==> config.mk <==
export PLATFORM = sky130hd
export DESIGN_NAME = ripple_count_sampler
export DESIGN_NICKNAME = d
export VERILOG_FILES = /design/src/rtl/ripple_count_sampler.sv
export SDC_FILE = /design/constraint.sdc
export NUM_CORES = 1
export LEC_CHECK = 0
export BUFFER_PORTS_ARGS = -buffer_cell sky130_fd_sc_hd__buf_2
export CELL_PAD_IN_SITES_DETAIL_PLACEMENT = 2
export CELL_PAD_IN_SITES_GLOBAL_PLACEMENT = 2
export CORE_MARGIN = 2
export CORE_UTILIZATION = 38
export CTS_BUF_LIST = sky130_fd_sc_hd__clkbuf_16
export DETAILED_ROUTE_END_ITERATION = 6
export PLACE_DENSITY_LB_ADDON = 0.1
export SETUP_SLACK_MARGIN = 0.4
export SLEW_MARGIN = 20
export SYNTH_ARGS = -nofsm -noshare
export SYNTH_HDL_FRONTEND = slang
export SYNTH_SLANG_ARGS = --single-unit
==> constraint.sdc <==
create_clock -name clk -period 3.9 [get_ports clk]
set_input_delay 0.39 -clock clk [delete_from_list [all_inputs] [get_ports clk]]
set_output_delay 0.39 -clock clk [all_outputs]
set_load 0.1 [all_outputs]
==> src/rtl/ripple_count_sampler.sv <==
// ripple_count_sampler: brings the asynchronous outputs of a 4-bit ripple
// down counter into the clk domain. It rejects ripple transients, counts
// zero crossings and flags skipped steps and compare matches.
module ripple_count_sampler #(
  parameter int unsigned WIDTH     = 4,
  parameter int unsigned EXT_WIDTH = 8
) (
  input  logic                 clk,
  input  logic                 reset,
  input  logic [WIDTH-1:0]     cnt_in,
  input  logic                 clr,
  input  logic [WIDTH-1:0]     cmp_val,
  output logic [WIDTH-1:0]     count_out,
  output logic                 valid,
  output logic                 wrap_pulse,
  output logic [EXT_WIDTH-1:0] wrap_cnt,
  output logic                 match_pulse,
  output logic                 step_pulse_err,
  output logic                 err_flag
);

  localparam logic [WIDTH-1:0]     CNT_ONE = WIDTH'(1);
  localparam logic [EXT_WIDTH-1:0] EXT_ONE = EXT_WIDTH'(1);

  logic [WIDTH-1:0] s1, s2, s3;
  logic [2:0]       s_vld;
  logic [WIDTH-1:0] pred;
  logic             acc;
  logic             tracking;
  logic             is_wrap;
  logic             is_skip;

  // Sample pipeline: s1 synchroniser, s2/s3 filter pair. s_vld marks stages
  // holding real samples, so the zeros left by reset are never accepted as a
  // count.
  always_ff @(posedge clk or negedge reset) begin
    if (!reset) begin
      s1    <= '0;
      s2    <= '0;
      s3    <= '0;
      s_vld <= '0;
    end else begin
      s1    <= cnt_in;
      s2    <= s1;
      s3    <= s2;
      s_vld <= {s_vld[1:0], 1'b1};
    end
  end

  // Accept a value seen on two consecutive samples; classify it against the
  // last accepted value.
  always_comb begin
    pred     = count_out - CNT_ONE;
    acc      = s_vld[2] && (s2 == s3) && (!valid || (s2 != count_out));
    tracking = acc && valid && !clr;
    is_wrap  = s2 > count_out;
    is_skip  = s2 != pred;
  end

  // Filtered count, wrap counter, sticky error and single-cycle pulses.
  always_ff @(posedge clk or negedge reset) begin
    if (!reset) begin
      count_out      <= '0;
      valid          <= 1'b0;
      wrap_pulse     <= 1'b0;
      wrap_cnt       <= '0;
      match_pulse    <= 1'b0;
      step_pulse_err <= 1'b0;
      err_flag       <= 1'b0;
    end else begin
      wrap_pulse     <= tracking && is_wrap;
      step_pulse_err <= tracking && is_skip;
      match_pulse    <= acc && (s2 == cmp_val);

      if (acc) begin
        count_out <= s2;
        valid     <= 1'b1;
      end else if (clr) begin
        valid     <= 1'b0;
      end

      if (clr) begin
        wrap_cnt <= '0;
        err_flag <= 1'b0;
      end else if (tracking) begin
        if (is_wrap) wrap_cnt <= wrap_cnt + EXT_ONE;
        if (is_skip) err_flag <= 1'b1;
      end
    end
  end

endmodule
# Word level (Yosys, flattened, before mapping)
# Index checks and enable logic that the tools add are counted.
# Widths: inputs -> output; s select.
classes:
  bitwise_logic: 0
  mul: 0
  n_eq_ne: 4
  div_mod_pow: 0
  n_lt_le_gt_ge: 1
  muxes: 8
  shift: 0
  n_reduce_logical: 16
  n_addsub: 2
op_table:
  columns: ["op", "count"]
  rows:
  - ["$mux 8", 3]
  - ["$add 8x1->8 const B", 1]
  - ["$eq 4x4->1", 2]
  - ["$ne 4x4->1", 2]
  - ["$reduce_bool 2->1", 4]
  - ["$logic_and 1x1->1", 7]
  - ["$mux 1", 5]
  - ["$gt 4x4->1", 1]
  - ["$reduce_and 2->1", 2]
  - ["$sub 4x1->4 const B", 1]
  - ["$logic_not 1->1", 2]
  - ["$logic_or 1x1->1", 1]
totals:
  reg_bits: 32
  mem_count: 0
  in_bits: 11
  ramBits: 0
  out_inout_bits: 17
  latch_bits: 0
  romBits: 0

# Depth between registers and ports, before layout
# Gate-level depths: netlist of the first run.
logic_depth:
  ltp_word: 7
  ltp_mapped: 8
  mapped_depth_nobuf: 7

# Worst setup path after synthesis of the first run
# Ideal clock, no wire load.
synth_timing:
  path_kind: "register to register"
  start: "reg count_out[1]"
  end: "reg wrap_cnt[7]"
  period_less_slack_ps: 2545
  path_stages_with_launch: 7
  t_arrival_ps: 2421
  setup_slack_ps: 1355
  cell_sequence: "dfrtp_1 > inv_1 > ha_1 > nand4_1 > nand4_1 > a2111oi_0 > mux2_2"
synth_between:
  elab_chain_len: 7
  elab_cells_between_ends: 9
synth_lines:
  columns: ["item", "line_no", "source"]
  rows:
  - ["start: declaration", "13", "output logic [WIDTH-1:0] count_out,"]
  - ["start signal: assignment", "63", "count_out <= '0;"]
  - ["start signal: assignment", "76", "count_out <= s2;"]
  - ["$ne 4x4->1", "54", "acc = s_vld[2] && (s2 == s3) && (!valid || (s2 != count_out));"]
  - ["$logic_or 1x1->1", "54", null]
  - ["$logic_and 1x1->1", "54", null]
  - ["$logic_and 1x1->1 (2 in series)", "55", "tracking = acc && valid && !clr;"]
  - ["$reduce_bool 2->1 (no source line)", null, null]
  - ["$reduce_and 2->1 (no source line) (*)", null, null]
  - ["end signal: assignment", "86", "if (is_wrap) wrap_cnt <= wrap_cnt + EXT_ONE;"]
  - ["end: declaration", "16", "output logic [EXT_WIDTH-1:0] wrap_cnt,"]
# Every way passes the cells marked *; elsewhere a longest branch is shown, timed or not.
# A chain may end at the register's enable or synchronous reset.

# Worst setup path in the final report of the first run
layout_timing:
  start: "reg s2[3]"
  end: "reg wrap_cnt[7]"
layout_between:
  elab_chain_len: 7
  elab_cells_between_ends: 11
layout_lines:
  columns: ["item", "line_no", "source"]
  rows:
  - ["start: declaration", "25", "logic [WIDTH-1:0] s1, s2, s3;"]
  - ["start signal: assignment", "39", "s2 <= '0;"]
  - ["start signal: assignment", "44", "s2 <= s1;"]
  - ["$eq 4x4->1 / $ne 4x4->1 (equally long branches)", "54", null]
  - ["$logic_and 1x1->1 / $logic_or 1x1->1 (equally long branches)", "54", null]
  - ["$logic_and 1x1->1", "54", null]
  - ["$logic_and 1x1->1 (2 in series)", "55", null]
  - ["$reduce_bool 2->1 (no source line)", null, null]
  - ["$reduce_and 2->1 (no source line) (*)", null, null]
# Marks and branches as above.

==> results of run 1 <==
==> flip-flops by register name, summed over array words and instances, names as in the netlist <==
| name | cells |
|---|---|
| s2 | 4 |
| wrap_pulse | 1 |
| wrap_cnt | 8 |
| s3 | 4 |
| err_flag | 1 |
| s1 | 4 |
| valid | 1 |
| match_pulse | 1 |
| count_out | 4 |
| s_vld | 3 |
| step_pulse_err | 1 |
==> power groups by stage <==
stage	clock network [W]	registers [W]	logic [W]
after floorplan	0	0.000509	0.000138
after global placement	0	0.000389	0.000320
after detailed placement	0	0.000392	0.000330
after CTS	0.000402	0.000386	0.000338
after global routing	0.000417	0.000389	0.000361
final	0.000390	0.000386	0.000333
==> kinds of logic after synthesis <==
kind of cell	synth area share
and+or+nand+nor	0.1505
DFF	0.5536
AOI/OAI and AO/OA	0.07526
xor gates and xnor gates	0.07872
buffers and inverters	0.02682
muxes	0.06055
adders and majority gates	0.05190
other	0.002593
==> final cells by class <==
cell class | count | area [µm²]
clock buffers | 5 | 125.1
well taps | 48 | 60.06
clock inverters | 3 | 23.77
multi-input cells | 80 | 606.8
flip-flops and latches | 32 | 800.8
repair buffers | 27 | 135.1
inverters | 7 | 26.28
fillers | 389 | 1883
==> metal layers <==
layer / global-route usage / vias to the layer above / part of all wire
met1: 0.2675 / 541 / 0.46
met5: 0 / - / 0
met3: 0.06678 / 4 / 0.040
met4: 0.06250 / 0 / 0.0052
met2: 0.3119 / 21 / 0.49
li1: - / 491 / -
==> layout by cell type (no fill, tap or decap), types with 2 or more instances in the layout <==
cell	instances
sky130_fd_sc_hd__clkbuf_16	5
sky130_fd_sc_hd__clkinvlp_4	2
sky130_fd_sc_hd__nand2_1	6
sky130_fd_sc_hd__and4_1	2
sky130_fd_sc_hd__ha_1	6
sky130_fd_sc_hd__o21a_1	2
sky130_fd_sc_hd__o31ai_1	2
sky130_fd_sc_hd__a21o_1	2
sky130_fd_sc_hd__a21oi_1	4
sky130_fd_sc_hd__nor2b_1	3
sky130_fd_sc_hd__and3_1	2
sky130_fd_sc_hd__or4_1	2
sky130_fd_sc_hd__nor3_1	2
sky130_fd_sc_hd__inv_1	7
sky130_fd_sc_hd__nand4_1	4
sky130_fd_sc_hd__xor2_1	5
sky130_fd_sc_hd__buf_2	27
sky130_fd_sc_hd__dfrtp_1	32
sky130_fd_sc_hd__xnor2_1	8
sky130_fd_sc_hd__nor3_2	2
sky130_fd_sc_hd__mux2_2	6
sky130_fd_sc_hd__nand3_1	2
sky130_fd_sc_hd__nor4_1	4
sky130_fd_sc_hd__nor2_1	5
sky130_fd_sc_hd__mux2i_1	2
==> critical path, delay by kind of cell (launching register included) <==
kind	cells	cell delay (ns)
AOI/OAI and AO/OA	2	0.84
DFF	1	0.46
muxes	1	0.39
adders and majority gates	1	0.36
and+or+nand+nor	1	0.08
==> metrics by stage <==
step / setup slack (ns) / cells / hold slack [ns] / utilization
6_report: 1.649 / 202 / 0.1655 / 0.4856
5_1_grt: 1.455 / 202 / 0.1998 / 0.4856
4_1_cts: 1.636 / 202 / 0.1910 / 0.4856
3_5_place_dp: 1.665 / 194 / 0.3420 / 0.4450
3_3_place_gp: 1.754 / 194 / 0.3340 / 0.4450
2_1_floorplan: 1.355 / 122 / 0.09441 / -
==> worst paths after layout <==
check | to | slack, ns | cells after the start
setup / recovery | wrap_cnt[7]$_DFFE_PN0P_ | 1.65 | 5
hold / removal | count_out[1]$_DFFE_PN0P_ | 0.17 | 1
setup reg to reg | wrap_cnt[7]$_DFFE_PN0P_ | 1.65 | 5
hold reg to reg | s_vld[2]$_DFF_PN0_ | 0.35 | 0
max in group asynchronous | s3[2]$_DFF_PN0_ | 3.27 | 1
min in group clk | s1[0]$_DFF_PN0_ | 0.21 | 1
==> summary.md, run 1 <==
| Metric | Value |
|---|---|
| Status | `completed` |
| Count of boundary I/O pins | `28` |
| Number of failing hold endpoints at the final stage | `0` |
| Yosys Warn Count | `0` |
| Leading post-synthesis cells by instance count | `sky130_fd_sc_hd__dfrtp_1, sky130_fd_sc_hd__xnor2_1, sky130_fd_sc_hd__inv_1` |
| Die area | `4316 µm²` |
| Sequential share of the synthesized area | `0.5536` |
| Switching power summed over all nets | `approximately 0.00042 W` |
| Area added between synthesis and finish | `22.92%` |
| Register bit total from synthesis | `32` |
| Pwr Density | `623.3 nW/µm²` |
| Critical path start-end classification | `reg -> reg` |
| Total CTS buffers | `5` |
| Max rail drop VDD | `0.3643 mV` |
| Max Fanout on Critical Path | `12` |
| Worst clock skew on the final layout | `0.003594 ns` |
| Kind of launch point of the worst setup path | `register` |
| Antenna Cells | `0` |
| CTS Root Buffer Type | `sky130_fd_sc_hd__clkbuf_16` |
| Power share of the clock group | `0.352` |
| Number of global-route vias before repair | `approximately 1,200` |
| Buffer levels on the longest clock path | `2` |
| Maximum single-stage delay on the critical path | `around 0.5 ns` |
| Post-Route WL | `3649 µm` |
| Share of cells above drive strength 1 | `0.2987` |
| Nets | `170` |
| Area post-placement | `~1600 µm²` |
| Ordered cell list for the critical path | `ha_1 -> nand2_1 -> o21a_1 -> a2111oi_0 -> mux2_2` |
| Area fraction of the dominant cell type after synthesis | `0.5536` |
| Power, Total | `between 0.001 and 0.0015 W` |
| Crit end category | `register` |
| Die width | `between 60 and 70 µm` |
| Most common cell in the synthesized netlist | `sky130_fd_sc_hd__dfrtp_1` |
| Post-synthesis cell type with the largest combined area | `sky130_fd_sc_hd__dfrtp_1` |
| Total Routing Usage GR | `0.2016` |
| Number of synthesized flops with an enable pin | `0` |
| Transition at the pin with the smallest max-transition slack | `0.7281 ns` |
| Pin count of the biggest net entering global routing | `33` |
| Synth Cell Area | `1446 µm²` |
| WL/cell | `18.06 µm` |
| Total clock sinks | `32` |
| Initial core utilization | `0.3951` |
| Post-route setup TNS | `0 ns` |
| Number of instances in the synthesized netlist | `122` |
| Estimated wirelength of the detail-placed design | `between 2000 and 3000 µm` |
| Number of cell rows | `22` |
| Area of the core region | `3661 µm²` |
| Vert. Die Dim | `65.70 µm` |
| Commonest register cell after synthesis | `sky130_fd_sc_hd__dfrtp_1` |
| Number of gates resized after cts | `0` |
| Average instance area after synthesis | `about 12 µm²` |
| Crit-path slowest cell | `sky130_fd_sc_hd__a2111oi_0` |
| Vias post-DR | `between 1,000 and 1,500` |
| Total congestion overflow | `0` |
| F_max | `444.3 MHz` |
| Time the worst path needs with I/O delays and setup | `2.251 ns` |
| Slew Viols, Final | `0` |
| Origin of the critical flop-to-flop path | `s2[3]$_DFF_PN0_` |
| Worst slew margin relative to its limit | `0.5146` |
| Number of distinct library cell variants in the gate-level netlist after synthesis | `33` |
| Worst Path Arrival | `between 2 and 2.5 ns` |
| Worst setup path start | `s2[3]$_DFF_PN0_` |
| Remaining DRCs | `0` |
| Nets in the synthesized netlist | `139` |
| Post-CTS setup-driven buffer insertion count | `0` |
| Max-cap viol count | `0` |
| Setup repair after global routing missed its margin | `false` |
| Area contributors post-synth | `sky130_fd_sc_hd__dfrtp_1, sky130_fd_sc_hd__ha_1, sky130_fd_sc_hd__xnor2_1` |
| Switching power as a share of total power | `0.3835` |
| TritonCTS clock tree | `built` |
| Clock latency reported for the late side of the worst-skew pair | `roughly 0.28 ns` |
| Global placement routability congestion | `0.7586` |
| Detailed Route Iter0 Violations | `24` |
| Internal power contribution | `0.0006832 W` |
| Clock transition time at the flip-flop clock pins of the worst setup and hold paths | `0.06 ns` |
| Data required time of the critical path | `4.06 ns` |
| Sequential cell fraction of total power | `0.348` |
| Number of iterations in the first detailed-routing pass | `4` |
| Fraction of the cycle the final worst path needs | `0.5771` |
| Class of the worst hold path | `in -> async` |
| Per-cell via count in the routed design | `5.233` |
| Number of endpoints failing setup at the final stage | `0` |
| Count of nets left with antenna violations after detail routing | `0` |
| Proportion of synthesized flip-flops having asynchronous set or reset | `1.000` |
| First-pass GRT wire length | `approximately 6200 µm` |
| Share of total power in combinational logic | `0.300` |
| CTS HTree Levels | `2` |
| Final cell area excluding filler cells | `1778 µm²` |
| Number of antenna violations at the first check in global routing | `0` |
| Count of port buffers added during placement | `27` |
| Leakage | `0.8444 nW` |
| Number of hold buffers added after cts | `0` |
No activity file was read; power rests on OpenSTA's default activity.
==> inputs of run 2 (changes only) <==
- CORE_UTILIZATION: 38 -> 35
- clock period: 3.9 -> 2.3 ns (I/O delays scaled with it)
==> run 2 against run 1 <==
- sequential power up 74%
- combinational power rose to 2.7 times the previous value
- critical path depth rose by 2
- first-iteration DRC count grew 71%
- critical path type unchanged
==> summary.md, run 2 (same netlist as run 1, synthesis figures left out) <==
| Metric | Value |
|---|---|
| Slew Viols, Final | `0` |
| Pwr Density | `1006 nW/µm²` |
| Max FFs per register | `8` |
| Pin count of the biggest net entering global routing | `33` |
| Buffer levels on the longest clock path | `2` |
| Commonest non-fill, non-tap cell in the layout | `sky130_fd_sc_hd__buf_2` |
| Commonest cells after routing, fill and taps aside | `sky130_fd_sc_hd__buf_2, sky130_fd_sc_hd__buf_4, sky130_fd_sc_hd__dfrtp_1, sky130_fd_sc_hd__dfrtp_2, sky130_fd_sc_hd__xnor2_1` |
| Crit-path slowest cell | `sky130_fd_sc_hd__dfrtp_4` |
| Reg-to-reg critical path endpoint | `wrap_cnt[7]$_DFFE_PN0P_` |
| Max-cap viol count | `0` |
| Die width | `68.29 µm` |
| Clock transition time at the flip-flop clock pins of the worst setup and hold paths | `around 0.050 ns` |
| Max Fanout on Critical Path | `4` |
| Count of boundary I/O pins | `28` |
| Number of iterations in the first detailed-routing pass | `4` |
| Number of hold buffers added after cts | `0` |
| TritonCTS clock tree | `built` |
| Ordered cell list for the critical path | `inv_4 -> ha_4 -> nand4_1 -> buf_4 -> nand4_1 -> a2111oi_4 -> mux2_2` |
| Area added between synthesis and finish | `50.09%` |
| Clock latency reported for the late side of the worst-skew pair | `between 0.2 and 0.3 ns` |
| Remaining DRCs | `0` |
| Max rail drop VDD | `0.6181 mV` |
| Detailed Route Iter0 Violations | `41` |
| Vert. Die Dim | `between 60 and 70 µm` |
| Per-cell via count in the routed design | `5.115` |
| Nets | `roughly 190` |
| Crit end category | `register` |
| Initial core utilization | `0.3616` |
| Total clock sinks | `32` |
| Class of the worst hold path | `in -> async` |
| Status | `completed` |
| Global placement routability congestion | `between 0.7 and 0.8` |
| Origin of the critical flop-to-flop path | `count_out[1]$_DFFE_PN0P_` |
| Number of global-route vias before repair | `1,247` |
| Total Routing Usage GR | `0.2146` |
| CTS Root Buffer Type | `sky130_fd_sc_hd__clkbuf_16` |
| Worst slew margin relative to its limit | `0.5191` |
| Worst Path Arrival | `between 2 and 2.5 ns` |
| Largest reg by FF count | `wrap_cnt` |
| Time the worst path needs with I/O delays and setup | `just under 2 ns` |
| Cell family with most CP delay | `flip-flops` |
| Total CTS buffers | `5` |
| Worst clock skew on the final layout | `0.007773 ns` |
| Count of port buffers added during placement | `27` |
| Most used cell, CP | `sky130_fd_sc_hd__nand4_1` |
| Final cell count without fillers | `approximately 230` |
| Share of cells above drive strength 1 | `0.6045` |
| Transition at the pin with the smallest max-transition slack | `around 0.7 ns` |
| Post-Route WL | `4707 µm` |
| Worst setup path start | `count_out[1]$_DFFE_PN0P_` |
| Antenna Cells | `0` |
| Area of the core region | `4000 µm²` |
| Number of failing hold endpoints at the final stage | `0` |
| First-pass GRT wire length | `6831 µm` |
| Data required time of the critical path | `2.45 ns` |
| Die area | `between 4000 and 5000 µm²` |
| Critical path start-end classification | `reg -> reg` |
| Number of cell rows | `23` |
| Depth of the most critical reg-to-reg path | `7` |
| Maximum single-stage delay on the critical path | `0.49 ns` |
| Number of antenna violations at the first check in global routing | `0` |
| Placed instance count | `199` |
| Estimated wirelength of the detail-placed design | `around 2700 µm` |
| F_max | `approximately 510 MHz` |
| Setup repair after global routing missed its margin | `true` |
| Total congestion overflow | `0` |
| Number of endpoints failing setup at the final stage | `0` |
| Vias post-DR | `approximately 1,200` |
| Post-route setup TNS | `0 ns` |
| Fraction of the cycle the final worst path needs | `0.8569` |
| Filler cells | `approximately 390` |
| WL/cell | `20.74 µm` |
| Count of buffer and inverter cells on the critical path | `2` |
| Leakage | `0.9729 nW` |
| CTS HTree Levels | `2` |
| Worst setup slack for register-to-register paths | `~0.33 ns` |
| Kind of launch point of the worst setup path | `register` |
| Count of nets left with antenna violations after detail routing | `0` |
-- run 2: layout make-up --
type | instances | area [µm²] | area share
clock buffers | 5 | 125.1 | 0.05764
repair buffers | 50 | 315.3 | 0.1452
inverters | 7 | 28.78 | 0.01326
well taps | 50 | 62.56 | 0.02882
multi-input cells | 80 | 794.5 | 0.3660
clock inverters | 3 | 15.01 | 0.006916
flip-flops and latches | 32 | 829.5 | 0.3821
-- run 2: worst max path at each step --
stage / endpoint / slack, ns / cells past startpoint
after global routing: count_out[3]$_DFFE_PN0P_ / 0.26 / 5
after floorplan: wrap_cnt[7]$_DFFE_PN0P_ / 0.28 / 6
after CTS: wrap_cnt[7]$_DFFE_PN0P_ / 0.35 / 7
after detailed placement: wrap_cnt[7]$_DFFE_PN0P_ / 0.25 / 5
after global placement: wrap_cnt[7]$_DFFE_PN0P_ / 0.28 / 5
final: wrap_cnt[7]$_DFFE_PN0P_ / 0.33 / 7
-- run 2: power by group --
group / internal [W] / switching (W)
Sequential: 0.000625 / 0.0000470
Clock: 0.000392 / 0.000230
Combinational: 0.000334 / 0.000556
Total: 0.00135 / 0.000833
-- run 2: per-stage QoR --
stage	hold WS (ns)	setup WS (ns)	area, µm²	utilization	total power [W]
6_report	0.006136	0.3292	2171	0.5427	0.002184
5_1_grt	0.05059	0.2580	2171	0.5427	0.002288
4_1_cts	0.02765	0.3539	2026	0.5064	0.002048
3_5_place_dp	0.3310	0.2525	1760	0.4401	0.001334
3_3_place_gp	0.3160	0.2755	1760	0.4401	0.001308
2_1_floorplan	-0.06559	0.2844	1563	-	0.001200
-- run 2: routing by layer --
metal  routed length [µm]  GRT usage  vias to the layer above  share of wire
met2                 2410     0.3519                       18           0.51
met1                 2105     0.2725                      599           0.45
met4                   80    0.08500                        0          0.017
li1                     -          -                      539              -
met3                  112    0.05099                        5          0.024
met5                    0          0                        -              0
-- run 2: worst reg2reg max path, delay by kind of cell, from the launching register on --
family	cells	cell delay, ns
DFF	1	0.49
muxes	1	0.37
and+or+nand+nor	2	0.30
AOI/OAI and AO/OA	1	0.26
buffers and inverters	2	0.23
adders and majority gates	1	0.20
-- run 2: timing repair --
action | 4_1_cts | 5_1_grt
pin swaps | 8 | 5
setup buffers | 12 | 8
setup endpoints to repair | 10 | 13
resized for setup | 9 | 17
==> inputs of run 3 (changes only) <==
- CORE_MARGIN: 2 -> 10
==> run 3 against run 2 <==
- the flow now finishes with violations (negative hold slack)
- critical path depth unchanged
- global-route usage down 8.8 points
- critical path type unchanged
- combinational power down 18%
- hold slack worse by 0.0099 ns
- die area up 52%
- setup slack worse by 0.023 ns
- largest power group unchanged
==> summary.md, run 3 (same netlist as run 1, synthesis figures left out) <==
| Metric | Value |
|---|---|
| Class of the worst hold path | `in -> async` |
| Number of global-route vias before repair | `approximately 1,300` |
| Count of buffer and inverter cells on the critical path | `1` |
| Worst slew margin relative to its limit | `0.5254` |
| Clock transition time at the flip-flop clock pins of the worst setup and hold paths | `0.06 ns` |
| Post-Route WL | `4763 µm` |
| Filler cells | `404` |
| Transition at the pin with the smallest max-transition slack | `around 0.7 ns` |
| Fraction of the cycle the final worst path needs | `0.8670` |
| Number of endpoints failing setup at the final stage | `0` |
| Die width | `about 84 µm` |
| Max-cap viol count | `0` |
| F_max | `501.5 MHz` |
| Total CTS buffers | `5` |
| Ordered cell list for the critical path | `inv_4 -> ha_4 -> nand4_1 -> and2_4 -> nand4_1 -> or4_1 -> a21oi_2` |
| Depth of the most critical reg-to-reg path | `7` |
| Final cell count without fillers | `220` |
| Detailed Route Iter0 Violations | `between 50 and 60` |
| Placed instance count | `around 200` |
| Buffer levels on the longest clock path | `2` |
| Number of hold buffers added after cts | `0` |
| Worst Path Arrival | `2.20 ns` |
| Share of cells above drive strength 1 | `0.5529` |
| Count of boundary I/O pins | `28` |
| Post-Route Hold Slack | `-0.003748 ns` |
| First-pass GRT wire length | `roughly 7000 µm` |
| Time the worst path needs with I/O delays and setup | `1.994 ns` |
| Maximum single-stage delay on the critical path | `roughly 0.51 ns` |
| Estimated wirelength of the detail-placed design | `2911 µm` |
| Commonest non-fill, non-tap cell in the layout | `sky130_fd_sc_hd__buf_2` |
| Antenna Cells | `0` |
| Sequential cell fraction of total power | `0.330` |
| Switching power summed over all nets | `0.0007908 W` |
| Share of total power in combinational logic | `0.356` |
| Switching power as a share of total power | `0.3834` |
| Internal power contribution | `0.001272 W` |
| Pin count of the biggest net entering global routing | `33` |
| Worst clock skew on the final layout | `roughly 0.0059 ns` |
| Number of antenna violations at the first check in global routing | `0` |
| CTS Root Buffer Type | `sky130_fd_sc_hd__clkbuf_16` |
| Per-cell via count in the routed design | `5.218` |
| Most used cell, CP | `sky130_fd_sc_hd__nand4_1` |
| Max rail drop VDD | `roughly 0.57 mV` |
| Total clock sinks | `32` |
| Area of the multi-input gates | `749.5 µm²` |
| Leakage | `about 0.94 nW` |
| Violations in the final reports | `negative hold slack` |
| Initial core utilization | `0.3616` |
| Crit-path slowest cell | `sky130_fd_sc_hd__dfrtp_4` |
| Vias post-DR | `approximately 1,100` |
| Number of iterations in the first detailed-routing pass | `4` |
| Count of port buffers added during placement | `27` |
| Count of nets left with antenna violations after detail routing | `0` |
| Pwr Density | `994.2 nW/µm²` |
| Nets | `roughly 190` |
| Max Fanout on Critical Path | `4` |
| Kind of launch point of the worst setup path | `register` |
| Max FFs per register | `8` |
| Power share of the clock group | `0.314` |
| Post-route setup TNS | `0 ns` |
| Vert. Die Dim | `84.29 µm` |
| Die area | `approximately 7100 µm²` |
| Global placement routability congestion | `approximately 0.74` |
| Origin of the critical flop-to-flop path | `count_out[3]$_DFFE_PN0P_` |
| CTS HTree Levels | `2` |
| Register area | `828.3 µm²` |
| Setup repair after global routing missed its margin | `true` |
| Cell family with most CP delay | `simple AND/OR/NAND/NOR gates` |
| Remaining DRCs | `0` |
| Status | `finished with violations` |
| Total Routing Usage GR | `0.1261` |
| Data required time of the critical path | `around 2.5 ns` |
| Clock latency reported for the late side of the worst-skew pair | `between 0.2 and 0.3 ns` |
| Total congestion overflow | `0` |
| Number of cell rows | `23` |
| Worst setup slack for register-to-register paths | `0.31 ns` |
| Area added between synthesis and finish | `43.43%` |
| WL/cell | `21.65 µm` |
| Number of failing hold endpoints at the final stage | `5` |
| Crit end category | `register` |
| Critical path start-end classification | `reg -> reg` |
| TritonCTS clock tree | `built` |
| Reg-to-reg critical path endpoint | `wrap_cnt[4]$_DFFE_PN0P_` |
| Largest reg by FF count | `wrap_cnt` |
| Slew Viols, Final | `0` |
| Commonest cells after routing, fill and taps aside | `sky130_fd_sc_hd__buf_2, sky130_fd_sc_hd__dfrtp_1, sky130_fd_sc_hd__buf_4, sky130_fd_sc_hd__dfrtp_2, sky130_fd_sc_hd__xnor2_1` |
| Area of the core region | `about 4000 µm²` |
run 3: cell count changes in the layout (fill, tap and decap cells not counted), moves of 2 or more:
cell | previous run | this run
sky130_fd_sc_hd__nor4_2 | 2 | 0
sky130_fd_sc_hd__nor4_1 | 2 | 4
sky130_fd_sc_hd__clkinv_2 | 0 | 2
sky130_fd_sc_hd__or4_1 | 0 | 2
sky130_fd_sc_hd__buf_4 | 21 | 15
sky130_fd_sc_hd__a21oi_2 | 5 | 3
sky130_fd_sc_hd__or4_4 | 2 | 0
run 3: what timing repair did:
action / in CTS / in global routing
pin swaps: 5 / 7
endpoints found under the hold margin: 0 / 0
endpoints found under the setup margin: 9 / 11
buffers inserted: 6 / 7
resized for setup: 8 / 9
run 3: power by group through the flow:
stage | clock network, W | registers, W | logic [W]
2_1_floorplan | 0 | 0.000897 | 0.000303
3_3_place_gp | 0 | 0.000690 | 0.000619
3_5_place_dp | 0 | 0.000692 | 0.000636
4_1_cts | 0.000659 | 0.000683 | 0.000667
5_1_grt | 0.000691 | 0.000688 | 0.000780
6_report | 0.000648 | 0.000681 | 0.000734
run 3: metrics by stage:
step / total power (W) / cell area, µm² / utilization / setup WS [ns]
after floorplan: 0.001200 / 1563 / - / 0.2844
after global placement: 0.001309 / 1760 / 0.4401 / 0.2461
after detailed placement: 0.001327 / 1760 / 0.4401 / 0.1933
after CTS: 0.002008 / 1988 / 0.4970 / 0.3309
after global routing: 0.002160 / 2074 / 0.5186 / 0.2418
final: 0.002063 / 2074 / 0.5186 / 0.3059
run 3: per-layer routing:
metal,GRT usage,vias up,part of all wire
met3,0.04541,6,0.044
li1,-,522,-
met2,0.2082,25,0.51
met5,0,-,0
met1,0.1445,595,0.43
met4,0.05023,0,0.023
run 3: worst max path at each step:
| stage | from | end | slack, ns | cells after the start |
|---|---|---|---|---|
| floorplan | count_out[2]$_DFFE_PN0P_ | wrap_cnt[7]$_DFFE_PN0P_ | 0.28 | 6 |
| global placement | s2[1]$_DFF_PN0_ | wrap_cnt[7]$_DFFE_PN0P_ | 0.25 | 5 |
| detailed placement | s2[1]$_DFF_PN0_ | wrap_cnt[7]$_DFFE_PN0P_ | 0.19 | 5 |
| CTS | count_out[2]$_DFFE_PN0P_ | wrap_cnt[7]$_DFFE_PN0P_ | 0.33 | 6 |
| global route | count_out[3]$_DFFE_PN0P_ | wrap_cnt[6]$_DFFE_PN0P_ | 0.24 | 7 |
| finish | count_out[3]$_DFFE_PN0P_ | wrap_cnt[4]$_DFFE_PN0P_ | 0.31 | 7 |
run 3: area by class of cell:
class | instances | area share
flip-flops and latches | 32 | 0.3993
multi-input cells | 80 | 0.3613
repair buffers | 43 | 0.1248
clock buffers | 5 | 0.06031
well taps | 50 | 0.03016
inverters | 7 | 0.01508
clock inverters | 3 | 0.009047
